--- src/rtl/bus_pkg.sv ---
// bus_pkg -- shared definitions for the serial bus bridge slave.
//   Default bus widths and FIFO depth, the bridge control-state enum, and the
//   outbound request record {write, addr, data}. The record is laid out at
//   the default widths; the bridge packs its FIFO entries in the same field
//   order, so a default-width FIFO word maps directly onto bb_req_t.
package bus_pkg;

  localparam int BB_ADDR_W = 12;
  localparam int BB_DATA_W = 8;
  localparam int BB_FIFO_D = 4;

  typedef enum logic [2:0] {
    ST_IDLE,
    ST_ADDR,
    ST_WDATA,
    ST_ENQ,
    ST_WAIT_RESP,
    ST_RDATA
  } bb_state_e;

  typedef struct packed {
    logic                 write;
    logic [BB_ADDR_W-1:0] addr;
    logic [BB_DATA_W-1:0] data;
  } bb_req_t;

endpackage

--- src/rtl/bb_fifo.sv ---
// bb_fifo -- synchronous first-in first-out buffer for bridge requests.
//   clk, rst : clock and synchronous active-high reset (empties the buffer)
//   push     : write wdata; accepted when not full, or when full and a pop
//              happens in the same cycle
//   wdata    : entry to store
//   pop      : remove head entry; ignored when empty
//   rdata    : current head entry (meaningful only when empty=0)
//   full     : DEPTH entries held
//   empty    : no entries held
//   count    : number of entries held (0..DEPTH)
// DEPTH must be a power of two so the pointers wrap naturally.
module bb_fifo #(
  parameter int WIDTH = 8,
  parameter int DEPTH = 4
) (
  input  logic                     clk,
  input  logic                     rst,
  input  logic                     push,
  input  logic [WIDTH-1:0]         wdata,
  input  logic                     pop,
  output logic [WIDTH-1:0]         rdata,
  output logic                     full,
  output logic                     empty,
  output logic [$clog2(DEPTH):0]   count
);

  localparam int PTR_W = $clog2(DEPTH);

  logic [WIDTH-1:0] mem_q [DEPTH];
  logic [PTR_W-1:0] wr_ptr_q, wr_ptr_d;
  logic [PTR_W-1:0] rd_ptr_q, rd_ptr_d;
  logic [PTR_W:0]   count_q, count_d;
  logic             push_ok;
  logic             pop_ok;

  assign full  = (count_q == (PTR_W+1)'(DEPTH));
  assign empty = (count_q == '0);
  assign count = count_q;
  assign rdata = mem_q[rd_ptr_q];

  // A pop frees the head slot in the same cycle, so a full buffer may still
  // accept a push while popping.
  assign pop_ok  = pop && !empty;
  assign push_ok = push && (!full || pop_ok);

  always_comb begin
    wr_ptr_d = wr_ptr_q;
    rd_ptr_d = rd_ptr_q;
    count_d  = count_q;
    if (push_ok) wr_ptr_d = wr_ptr_q + 1'b1;
    if (pop_ok)  rd_ptr_d = rd_ptr_q + 1'b1;
    case ({push_ok, pop_ok})
      2'b10:   count_d = count_q + 1'b1;
      2'b01:   count_d = count_q - 1'b1;
      default: count_d = count_q;
    endcase
  end

  always_ff @(posedge clk) begin
    if (rst) begin
      wr_ptr_q <= '0;
      rd_ptr_q <= '0;
      count_q  <= '0;
    end else begin
      wr_ptr_q <= wr_ptr_d;
      rd_ptr_q <= rd_ptr_d;
      count_q  <= count_d;
    end
  end

  // Storage carries data only; occupancy is tracked by the reset pointers.
  always_ff @(posedge clk) begin
    if (push_ok) mem_q[wr_ptr_q] <= wdata;
  end

endmodule

--- src/rtl/bus_bridge_slave.sv ---
// bus_bridge_slave -- serial bus slave that turns master frames into parallel
// requests for a remote side, with posted writes and a read-return path.
//   clk, rst              : clock, synchronous active-high reset
//   mode                  : frame type (1=write, 0=read), taken with address bit 0
//   wr_bus, master_valid  : serial address / write-data bit from master
//   slave_ready           : bridge accepts the wr_bus bit this cycle
//   rd_bus, slave_valid   : serial read-data bit to master (rd_bus=0 when idle)
//   master_ready          : master accepts the rd_bus bit
//   split                 : read parked awaiting remote data (BB_SPLIT_EN only)
//   req_valid/req_ready   : request FIFO head handshake to remote side
//   req_write/addr/data   : request fields (data is 0 for reads; all 0 when empty)
//   resp_valid, resp_data : single-cycle remote read return
// Frames are LSB first: ADDR_WIDTH address bits, then DATA_WIDTH data bits for
// writes. Read data returns LSB first. ADDR_WIDTH and DATA_WIDTH must be >= 2.
// Build option: define BB_SPLIT_EN to drive split while a read waits for the
// remote side; otherwise split is tied low and the bus is held.
module bus_bridge_slave
  import bus_pkg::*;
#(
  parameter int ADDR_WIDTH = BB_ADDR_W,
  parameter int DATA_WIDTH = BB_DATA_W,
  parameter int FIFO_DEPTH = BB_FIFO_D
) (
  input  logic                  clk,
  input  logic                  rst,
  input  logic                  mode,
  input  logic                  wr_bus,
  input  logic                  master_valid,
  output logic                  slave_ready,
  output logic                  rd_bus,
  output logic                  slave_valid,
  input  logic                  master_ready,
  output logic                  split,
  output logic                  req_valid,
  input  logic                  req_ready,
  output logic                  req_write,
  output logic [ADDR_WIDTH-1:0] req_addr,
  output logic [DATA_WIDTH-1:0] req_data,
  input  logic                  resp_valid,
  input  logic [DATA_WIDTH-1:0] resp_data
);

  localparam int MAX_W  = (ADDR_WIDTH > DATA_WIDTH) ? ADDR_WIDTH : DATA_WIDTH;
  localparam int CNT_W  = $clog2(MAX_W);
  localparam int AIDX_W = $clog2(ADDR_WIDTH);
  localparam int DIDX_W = $clog2(DATA_WIDTH);
  localparam int REQ_W  = 1 + ADDR_WIDTH + DATA_WIDTH;
  localparam int FCNT_W = $clog2(FIFO_DEPTH) + 1;

  bb_state_e             state_q, state_d;
  logic [CNT_W-1:0]      cnt_q, cnt_d;
  logic                  mode_q, mode_d;
  logic [ADDR_WIDTH-1:0] addr_q, addr_d;
  logic [DATA_WIDTH-1:0] wdata_q, wdata_d;
  logic [DATA_WIDTH-1:0] rdata_q, rdata_d;

  logic                  fifo_push;
  logic                  fifo_pop;
  logic [REQ_W-1:0]      fifo_wdata;
  logic [REQ_W-1:0]      fifo_rdata;
  logic                  fifo_full;
  logic                  fifo_empty;
  logic [FCNT_W-1:0]     fifo_count;

  logic                  bit_in;
  logic                  bit_out;
  logic                  enq_ok;

  assign bit_in  = master_valid && slave_ready;
  assign bit_out = slave_valid && master_ready;

  // The push lands when there is room now or the head leaves this cycle.
  assign fifo_pop = req_ready && !fifo_empty;
  assign enq_ok   = (fifo_count != FCNT_W'(FIFO_DEPTH)) || fifo_pop;

  // Reads carry no data towards the remote side.
  assign fifo_wdata = {mode_q, addr_q, (mode_q ? wdata_q : {DATA_WIDTH{1'b0}})};

  // Gated by rst so the bridge stays closed for every cycle reset is held.
  always_comb begin
    slave_ready = 1'b0;
    if (!rst) begin
      case (state_q)
        ST_IDLE:           slave_ready = !fifo_full;
        ST_ADDR, ST_WDATA: slave_ready = 1'b1;
        default:           slave_ready = 1'b0;
      endcase
    end
  end

  assign slave_valid = (state_q == ST_RDATA);
  assign rd_bus      = slave_valid && rdata_q[cnt_q[DIDX_W-1:0]];

  assign req_valid = !fifo_empty;
  assign {req_write, req_addr, req_data} = fifo_empty ? {REQ_W{1'b0}} : fifo_rdata;

`ifdef BB_SPLIT_EN
  assign split = (state_q == ST_WAIT_RESP);
`else
  assign split = 1'b0;
`endif

  always_comb begin
    state_d   = state_q;
    cnt_d     = cnt_q;
    mode_d    = mode_q;
    addr_d    = addr_q;
    wdata_d   = wdata_q;
    rdata_d   = rdata_q;
    fifo_push = 1'b0;
    case (state_q)
      ST_IDLE: begin
        // The first accepted bit is address bit 0 and fixes the frame type.
        if (bit_in) begin
          addr_d    = '0;
          addr_d[0] = wr_bus;
          mode_d    = mode;
          cnt_d     = CNT_W'(1);
          state_d   = ST_ADDR;
        end
      end
      ST_ADDR: begin
        if (bit_in) begin
          addr_d[cnt_q[AIDX_W-1:0]] = wr_bus;
          if (cnt_q == CNT_W'(ADDR_WIDTH-1)) begin
            cnt_d   = '0;
            state_d = mode_q ? ST_WDATA : ST_ENQ;
          end else begin
            cnt_d = cnt_q + 1'b1;
          end
        end
      end
      ST_WDATA: begin
        if (bit_in) begin
          wdata_d[cnt_q[DIDX_W-1:0]] = wr_bus;
          if (cnt_q == CNT_W'(DATA_WIDTH-1)) begin
            cnt_d   = '0;
            state_d = ST_ENQ;
          end else begin
            cnt_d = cnt_q + 1'b1;
          end
        end
      end
      ST_ENQ: begin
        // Writes are posted: the frame ends as soon as the request is queued.
        fifo_push = 1'b1;
        if (enq_ok) state_d = mode_q ? ST_IDLE : ST_WAIT_RESP;
      end
      ST_WAIT_RESP: begin
        if (resp_valid) begin
          rdata_d = resp_data;
          cnt_d   = '0;
          state_d = ST_RDATA;
        end
      end
      ST_RDATA: begin
        if (bit_out) begin
          if (cnt_q == CNT_W'(DATA_WIDTH-1)) begin
            cnt_d   = '0;
            state_d = ST_IDLE;
          end else begin
            cnt_d = cnt_q + 1'b1;
          end
        end
      end
      default: state_d = ST_IDLE;
    endcase
  end

  // Control state register: reset returns to IDLE with counters cleared.
  always_ff @(posedge clk) begin
    if (rst) begin
      state_q <= ST_IDLE;
      cnt_q   <= '0;
      mode_q  <= 1'b0;
    end else begin
      state_q <= state_d;
      cnt_q   <= cnt_d;
      mode_q  <= mode_d;
    end
  end

  // Shift/capture registers: data only, qualified by the control state.
  always_ff @(posedge clk) begin
    addr_q  <= addr_d;
    wdata_q <= wdata_d;
    rdata_q <= rdata_d;
  end

  bb_fifo #(
    .WIDTH (REQ_W),
    .DEPTH (FIFO_DEPTH)
  ) u_fifo (
    .clk   (clk),
    .rst   (rst),
    .push  (fifo_push),
    .wdata (fifo_wdata),
    .pop   (fifo_pop),
    .rdata (fifo_rdata),
    .full  (fifo_full),
    .empty (fifo_empty),
    .count (fifo_count)
  );

endmodule

--- config.mk ---
export PLATFORM = sky130hd
export DESIGN_NAME = bus_bridge_slave
export DESIGN_NICKNAME = d
export VERILOG_FILES = /design/src/rtl/bus_pkg.sv /design/src/rtl/bb_fifo.sv /design/src/rtl/bus_bridge_slave.sv
export SDC_FILE = /design/constraint.sdc
export NUM_CORES = 1
export LEC_CHECK = 0
export CAP_MARGIN = 20
export CORE_MARGIN = 2
export CORE_UTILIZATION = 60
export CTS_BUF_LIST = sky130_fd_sc_hd__clkbuf_4
export CTS_CLUSTER_DIAMETER = 30
export DETAILED_ROUTE_END_ITERATION = 6
export PLACE_DENSITY = 0.84
export SYNTH_ARGS = -nofsm -noshare
export SYNTH_HDL_FRONTEND = slang
export SYNTH_SLANG_ARGS = --single-unit
--- constraint.sdc ---
create_clock -name clk -period 3.59 [get_ports clk]
set_clock_uncertainty 0.1 [all_clocks]
set_input_delay 0.718 -clock clk [delete_from_list [all_inputs] [get_ports clk]]
set_output_delay 0.718 -clock clk [all_outputs]
set_load 0.01 [all_outputs]
==> impl_metrics.ini, run 1 <==
[clocking]
h_tree_depth = 4
clock_tree.buffer_depth = 2
clock_latency_ns = 0.49
cts-hold-fix-buffers = 0
tritoncts = yes
cts.root.buffer_cell = sky130_fd_sc_hd__clkbuf_4
cts_post_setup_buffers_inserted = 0
number_of_resized_instances_in_the_post_cts_repair_step = 0
clk_pin_slew_worst_paths_ns = 0.11
cts_made_buffers = 17
clock_sinks = 129

[floorplan]
top_level_ports = 42
design.die.area_um2 = 10200
rows = 35
core_area_um2 = 9200
die_height_um = 101
fp.dieW_um = 101
floorplan.initialDensity_pct = 61.3

[placement]
gp_congestion = 0.787
dp_cells = 520
hpwl_reported_at_the_end_of_detailed_placement_mm = 6.18
port_buffers = 40

[grt]
grt_max_degree = 24
globalRoute.totalOverflow = 0
wire_length_of_the_first_global_routing_pass_mm = 16.2
global_route_met2_usage_pct = 35.4
gr-usage-met3_pct = 5.76
global_route.usage.total_pct = 21.2
grtUsageMet1_pct = 26.8
vias_in_the_first_global_route = 3321
antenna_found_initial = 0
grt_most_used_layer = met2

[power]
comb_power_share_pct = 24.7
intPower_uw = 2740
fraction_of_power_spent_switching_nets_pct = 29.5
irDropWorstVdd_mv = 0.331
power_leakage_uw = 0.00212
share_seq_of_total_power_pct = 48.9
power_density_nw_per_um2 = 599
power_switching_uw = 1150
clock_power_share_pct = 26.4

[finish]
layout-drive-gt1-share_pct = 16.7
fillCellCount = 632
final_nets = 457
postLayoutCoreUtil_pct = 70.5
antenna_cells = 0
fin_cells = 555
layout-area-overhead-vs-synth_pct = 15.0
ff_latch_area_um2 = 3700
area_taken_by_multi_input_logic_gates_um2 = 1780

[routing]
routed_wirelength_mm = 9.66
detail_route.first_pass.iterations = 5
wl_per_cell_um = 17.4
via_count = 3260
dr.first_iter.drc_count = 233
drt_drc_violations_left = 0
drt-vias-per-instance = 5.87
count_of_antenna_violating_nets_left_after_detailed_routing = 0

[logic_synthesis]
synth_cells = 388
asyncSetResetFlopFracSynth_pct = 0
synth_area_um2 = 5630
synthDistinctLibCells = 52
synth_edf_count = 112
syn-num-nets = 414
synth.yosys.warnings = 0
postSynth.topFlopCell = sky130_fd_sc_hd__edfxtp_1
avgSynthCellArea_um2 = 14.5
ys_seq_area_share_pct = 65.7
postSynthRegisterBits = 129

[setup_path]
timing.critical_path.from = state_q[0]$_SDFFE_PP0P_
setup.worst_path.start_class = flop
setup.worst_path.end_class = output port
timing.reg2reg.setup_slack_ns = 0.86
worst-endpoint-arrival_ns = 2.44
critical_path.endpoint = rd_bus
worstPathRequired_ns = 2.77
largest_fanout_on_the_critical_path = 15
type_of_the_setup_path_with_the_least_slack = reg2out
worst_r2r_path_depth = 8
r2r-end = u_fifo.count[2]$_SDFFE_PP0P_
rr_startpoint = u_fifo.count[0]$_SDFFE_PP0P_

[timing]
worstMarginPinSlew_ns = 1.08
worst_slew_margin_rel_pct = 28.1
setup_viol = 0
finalHoldViolCount = 0
fin_tns_setup_ns = 0
drv_slew = 0
min_period_over_period_pct = 90.8
achievable-frequency_mhz = 307
grt_setup_unrepaired = false
period_minus_slack_ns = 3.26

[job]
drv.max_cap_violation_count = 0

[outcome]
run_status = completed

[hold_path]
hold_start = addr_q[0]$_DFFE_PP_
worst_hold_path_type = reg2reg
timing.hold.worst_path_depth = 0
[stage by stage]
step | total power [uW] | hold WS, ns | setup slack, ns | cell area, um2
6_report | 3880 | 0.440 | 0.329 | 6480
3_5_place_dp | 2900 | 0.417 | 0.275 | 6100
4_1_cts | 3920 | 0.456 | 0.266 | 6410
2_1_floorplan | 2560 | 0.359 | 0.862 | 5630
5_1_grt | 4100 | 0.474 | 0.172 | 6480
3_3_place_gp | 2870 | 0.408 | 0.358 | 6100
[cells by family after synthesis]
group                      after synthesis  share of synthesized area [%]
AOI/OAI and AO/OA                       41                           4.98
muxes                                   27                           9.93
other                                    1                         0.0666
xor gates and xnor gates                 5                          0.777
buffers and inverters                   35                           2.62
adders and majority gates               10                           2.35
DFF                                    129                           65.7
and+or+nand+nor                        140                           13.5
[worst max-delay path: stages (launching register included)]
cell                              delay [ns]
sky130_fd_sc_hd__dfxtp_1                0.64
sky130_fd_sc_hd__and2b_1                0.32
sky130_fd_sc_hd__and2_1                 0.21
sky130_fd_sc_hd__a21boi_0               0.22
sky130_fd_sc_hd__clkdlybuf4s50_1        0.57
[cells in the final DEF (no fill, tap or decap), types with 3 or more instances in the layout]
master	n
sky130_fd_sc_hd__mux4_2	23
sky130_fd_sc_hd__and2_1	35
sky130_fd_sc_hd__inv_1	12
sky130_fd_sc_hd__nand2b_1	5
sky130_fd_sc_hd__nor2b_1	4
sky130_fd_sc_hd__nor3_1	5
sky130_fd_sc_hd__clkbuf_4	17
sky130_fd_sc_hd__edfxtp_1	112
sky130_fd_sc_hd__nand2_1	32
sky130_fd_sc_hd__mux2i_1	3
sky130_fd_sc_hd__clkinvlp_4	4
sky130_fd_sc_hd__inv_6	3
sky130_fd_sc_hd__clkinv_4	3
sky130_fd_sc_hd__buf_4	4
sky130_fd_sc_hd__dfxtp_1	17
sky130_fd_sc_hd__xor2_1	3
sky130_fd_sc_hd__clkdlybuf4s50_1	40
sky130_fd_sc_hd__ha_1	9
sky130_fd_sc_hd__a21oi_1	20
sky130_fd_sc_hd__a31oi_1	3
sky130_fd_sc_hd__bufinv_16	3
sky130_fd_sc_hd__nand3_1	15
sky130_fd_sc_hd__nor2_1	25
[flip-flops by register name, summed over array words and instances (netlist names), named ones only]
register and cells:
u_fifo.mem_q 84, u_fifo.rd_ptr_q 2, addr_q 12, mode_q 1, state_q 3, u_fifo.count 3
cnt_q 4, rdata_q 8, wdata_q 8, u_fifo.wr_ptr_q 2
[worst min-delay path by stage]
stage | to | slack (ns)
floorplan | u_fifo.mem_q[0][8]$_DFFE_PP_ | 0.36
global placement | u_fifo.mem_q[2][8]$_DFFE_PP_ | 0.41
detailed placement | flop | 0.42
CTS | u_fifo.rd_ptr_q[1]$_SDFFE_PP0P_ | 0.46
global route | u_fifo.mem_q[3][18]$_DFFE_PP_ | 0.47
finish | u_fifo.mem_q[2][8]$_DFFE_PP_ | 0.44
[area by class of cell]
type / instances / area share (%)
Clock inverter: 15 / 2.82
Clock buffer: 17 / 1.97
Multi-Input combinational cell: 224 / 27.5
Sequential cell: 129 / 57.1
Tap cell: 111 / 2.14
Timing Repair Buffer: 47 / 7.72
Inverter: 12 / 0.695
[synthesized netlist by cell type (3+ instances only)]
master                       n  share of area, %
sky130_fd_sc_hd__nor3_1      5              0.44
sky130_fd_sc_hd__clkbuf_1   11              0.73
sky130_fd_sc_hd__buf_2      10              0.89
sky130_fd_sc_hd__mux4_2     23               9.2
sky130_fd_sc_hd__edfxtp_1  112                60
sky130_fd_sc_hd__nor2_1     25               1.7
sky130_fd_sc_hd__mux2i_1     3              0.53
sky130_fd_sc_hd__dfxtp_1    17               6.0
sky130_fd_sc_hd__and2_1     35               3.9
sky130_fd_sc_hd__ha_1        9               2.0
sky130_fd_sc_hd__nor2b_1     4              0.44
sky130_fd_sc_hd__nand2b_1    5              0.56
sky130_fd_sc_hd__a31oi_1     3              0.33
sky130_fd_sc_hd__nand2_1    32               2.1
sky130_fd_sc_hd__xor2_1      3              0.47
sky130_fd_sc_hd__nand3_1    15               1.3
sky130_fd_sc_hd__inv_1      12              0.80
sky130_fd_sc_hd__a21oi_1    20               1.8
[routing by layer]
layer | up-vias | wire length, um
li1 | 1536 | -
met2 | 98 | 4960
met1 | 1612 | 4180
met4 | 0 | 121
met3 | 14 | 401
met5 | - | 0
[power groups by stage]
stage	Clock [uW]	Combinational, uW	Sequential [uW]
after floorplan	0	716	1850
after global placement	0	942	1920
after detailed placement	0	966	1940
after CTS	1050	970	1900
after global routing	1110	1070	1920
final	1030	958	1900
Note: power is estimated with default switching activity, not from simulation.
==> run 2: changes to the inputs <==
--- a/config.mk
+++ b/config.mk
@@ -5,7 +5,7 @@
 export SDC_FILE = /design/constraint.sdc
 export NUM_CORES = 1
 export LEC_CHECK = 0
-export CAP_MARGIN = 20
+export CAP_MARGIN = 10
 export CORE_MARGIN = 2
 export CORE_UTILIZATION = 60
 export CTS_BUF_LIST = sky130_fd_sc_hd__clkbuf_4
==> run 2 against run 1 <==
Net effect: first-iteration DRC count decreased by 1.7%; utilization is 0.76 points lower; sequential share of layout area grew 0.62 points; cell count decreased by 0.54%; non-clock buffer count fell by 3; sequential power about the same; count of clock-buffer cells in the layout unchanged; register-to-register slack barely moved; flip-flop and latch count stayed put; final area decreased by 1.1%; via count about the same; critical path depth unchanged; largest cell class unchanged; largest power group unchanged.
==> impl_metrics.ini, run 2 (synthesized netlist as in run 1, its figures left out) <==
[floorplan]
die_height_um = 101
design.die.area_um2 = 10200
floorplan.initialDensity_pct = 61.3
top_level_ports = 42
core_area_um2 = 9200
fp.dieW_um = 101
rows = 35

[setup_path]
worst-endpoint-arrival_ns = 2.45
type_of_the_setup_path_with_the_least_slack = reg2out
r2r-end = u_fifo.count[2]$_SDFFE_PP0P_
largest_fanout_on_the_critical_path = 15
timing.critical_path.cells = and2b_1 -> and2_1 -> a21boi_0 -> clkdlybuf4s50_1
worstPathRequired_ns = 2.77
setup.worst_path.start_class = flop
cp_slowest_stage_delay_ns = 0.63
timing.reg2reg.setup_slack_ns = 0.86
worst_r2r_path_depth = 8
cp.buffers_inverters = 1
timing.critical_path.from = state_q[0]$_SDFFE_PP0P_
category_of_cells_accounting_for_the_largest_share_of_critical_path_delay = flip-flops
crit_path_depth = 4
rr_startpoint = u_fifo.count[0]$_SDFFE_PP0P_
setup.worst_path.end_class = output port
crit_slowest_cell = sky130_fd_sc_hd__dfxtp_1
critical_path.endpoint = rd_bus

[job]
drv.max_cap_violation_count = 0

[finish]
layout.cells.most_common = sky130_fd_sc_hd__edfxtp_1
final_nets = 454
fillCellCount = 643
layout-area-overhead-vs-synth_pct = 13.8
stdcell_area_um2 = 6410
mostFrequentLayoutCells = 112 x sky130_fd_sc_hd__edfxtp_1, 40 x sky130_fd_sc_hd__clkdlybuf4s50_1, 35 x sky130_fd_sc_hd__and2_1, 32 x sky130_fd_sc_hd__nand2_1, 25 x sky130_fd_sc_hd__nor2_1
largest_register_ff_count = 84
layout-drive-gt1-share_pct = 16.1
layout_top_registers = u_fifo.mem_q x84, addr_q x12
regMostFlops = u_fifo.mem_q
antenna_cells = 0

[timing]
setup_viol = 0
finalHoldViolCount = 0
period_minus_slack_ns = 3.26
grt_setup_unrepaired = false
worst_slew_margin_rel_pct = 27.2
achievable-frequency_mhz = 306
fin_tns_setup_ns = 0
min_period_over_period_pct = 90.9
drv_slew = 0
worstMarginPinSlew_ns = 1.09

[clocking]
cts.root.buffer_cell = sky130_fd_sc_hd__clkbuf_4
clk_pin_slew_worst_paths_ns = 0.11
cts_post_setup_buffers_inserted = 0
number_of_resized_instances_in_the_post_cts_repair_step = 0
cts_made_buffers = 17
clock_sinks = 129
clock_latency_ns = 0.50
tritoncts = yes
cts-hold-fix-buffers = 0
clock_tree.buffer_depth = 2
h_tree_depth = 4

[hold_path]
hold_start = addr_q[0]$_DFFE_PP_
timing.hold.worst_path_depth = 0
worst_hold_path_type = reg2reg

[routing]
count_of_antenna_violating_nets_left_after_detailed_routing = 0
detail_route.first_pass.iterations = 5
dr.first_iter.drc_count = 229
wl_per_cell_um = 17.4
drt_drc_violations_left = 0
routed_wirelength_mm = 9.60
drt-vias-per-instance = 5.91
via_count = 3261

[grt]
globalRoute.totalOverflow = 0
vias_in_the_first_global_route = 3321
antenna_found_initial = 0
wire_length_of_the_first_global_routing_pass_mm = 16.2
grt_max_degree = 24
global_route.usage.total_pct = 21.2

[outcome]
run_status = completed

[placement]
port_buffers = 40
gp_congestion = 0.787
hpwl_reported_at_the_end_of_detailed_placement_mm = 6.18
placement_stage_cell_area_um2 = 6100

[power]
power_density_nw_per_um2 = 607
irDropWorstVdd_mv = 0.332
power_leakage_uw = 0.00209
-- run 2: changes by cell type in the layout (fill, tap and decap cells not counted) --
| cell | change |
|---|---|
| sky130_fd_sc_hd__buf_8 | -1 |
| sky130_fd_sc_hd__buf_16 | -2 |
-- run 2: cell type report --
cell class	count	area, um2	area share (%)
clock buffer	17	128	1.99
clock inverter	15	183	2.85
inverter	12	45.0	0.703
multi-input combinational	224	1780	27.8
sequential	129	3700	57.8
tap	111	139	2.17
timing repair buffer	44	430	6.71
-- run 2: worst reg2reg max path: stages, from the launching register on --
cell and delay [ns]:
sky130_fd_sc_hd__dfxtp_1 0.45, sky130_fd_sc_hd__or3_1 0.57, sky130_fd_sc_hd__and2_1 0.30, sky130_fd_sc_hd__ha_1 0.21, sky130_fd_sc_hd__inv_1 0.06, sky130_fd_sc_hd__fa_1 0.37, sky130_fd_sc_hd__xor2_1 0.16, sky130_fd_sc_hd__or3_1 0.31
sky130_fd_sc_hd__a21oi_1 0.14
-- run 2: power breakdown --
part           internal (uW)  switching, uW  total [uW]
clock                    489            540        1030
combinational            479            480         959
sequential              1770            132        1900
-- run 2: per-stage QoR --
stage | instances | utilization, % | worst slack, ns | hold slack, ns | power, uW
2_1_floorplan | 388 | - | 0.862 | 0.359 | 2560
3_3_place_gp | 520 | 66.3 | 0.358 | 0.408 | 2870
3_5_place_dp | 520 | 66.3 | 0.275 | 0.417 | 2900
4_1_cts | 552 | 69.7 | 0.266 | 0.456 | 3920
5_1_grt | 552 | 69.7 | 0.172 | 0.478 | 4100
6_report | 552 | 69.7 | 0.327 | 0.439 | 3890
-- run 2: layer usage --
metal	global-route usage, %	vias up	wire length [um]
li1	-	1527	-
met1	26.8	1612	4060
met2	35.4	108	4880
met3	5.76	14	530
met4	7.80	0	128
met5	0	-	0
-- run 2: worst min-delay path by stage --
stage,endpoint,slack (ns)
floorplan,u_fifo.mem_q[0][8]$_DFFE_PP_,0.36
global placement,u_fifo.mem_q[2][8]$_DFFE_PP_,0.41
detailed placement,flop,0.42
CTS,u_fifo.rd_ptr_q[1]$_SDFFE_PP0P_,0.46
global route,u_fifo.mem_q[3][18]$_DFFE_PP_,0.48
finish,u_fifo.mem_q[2][8]$_DFFE_PP_,0.44
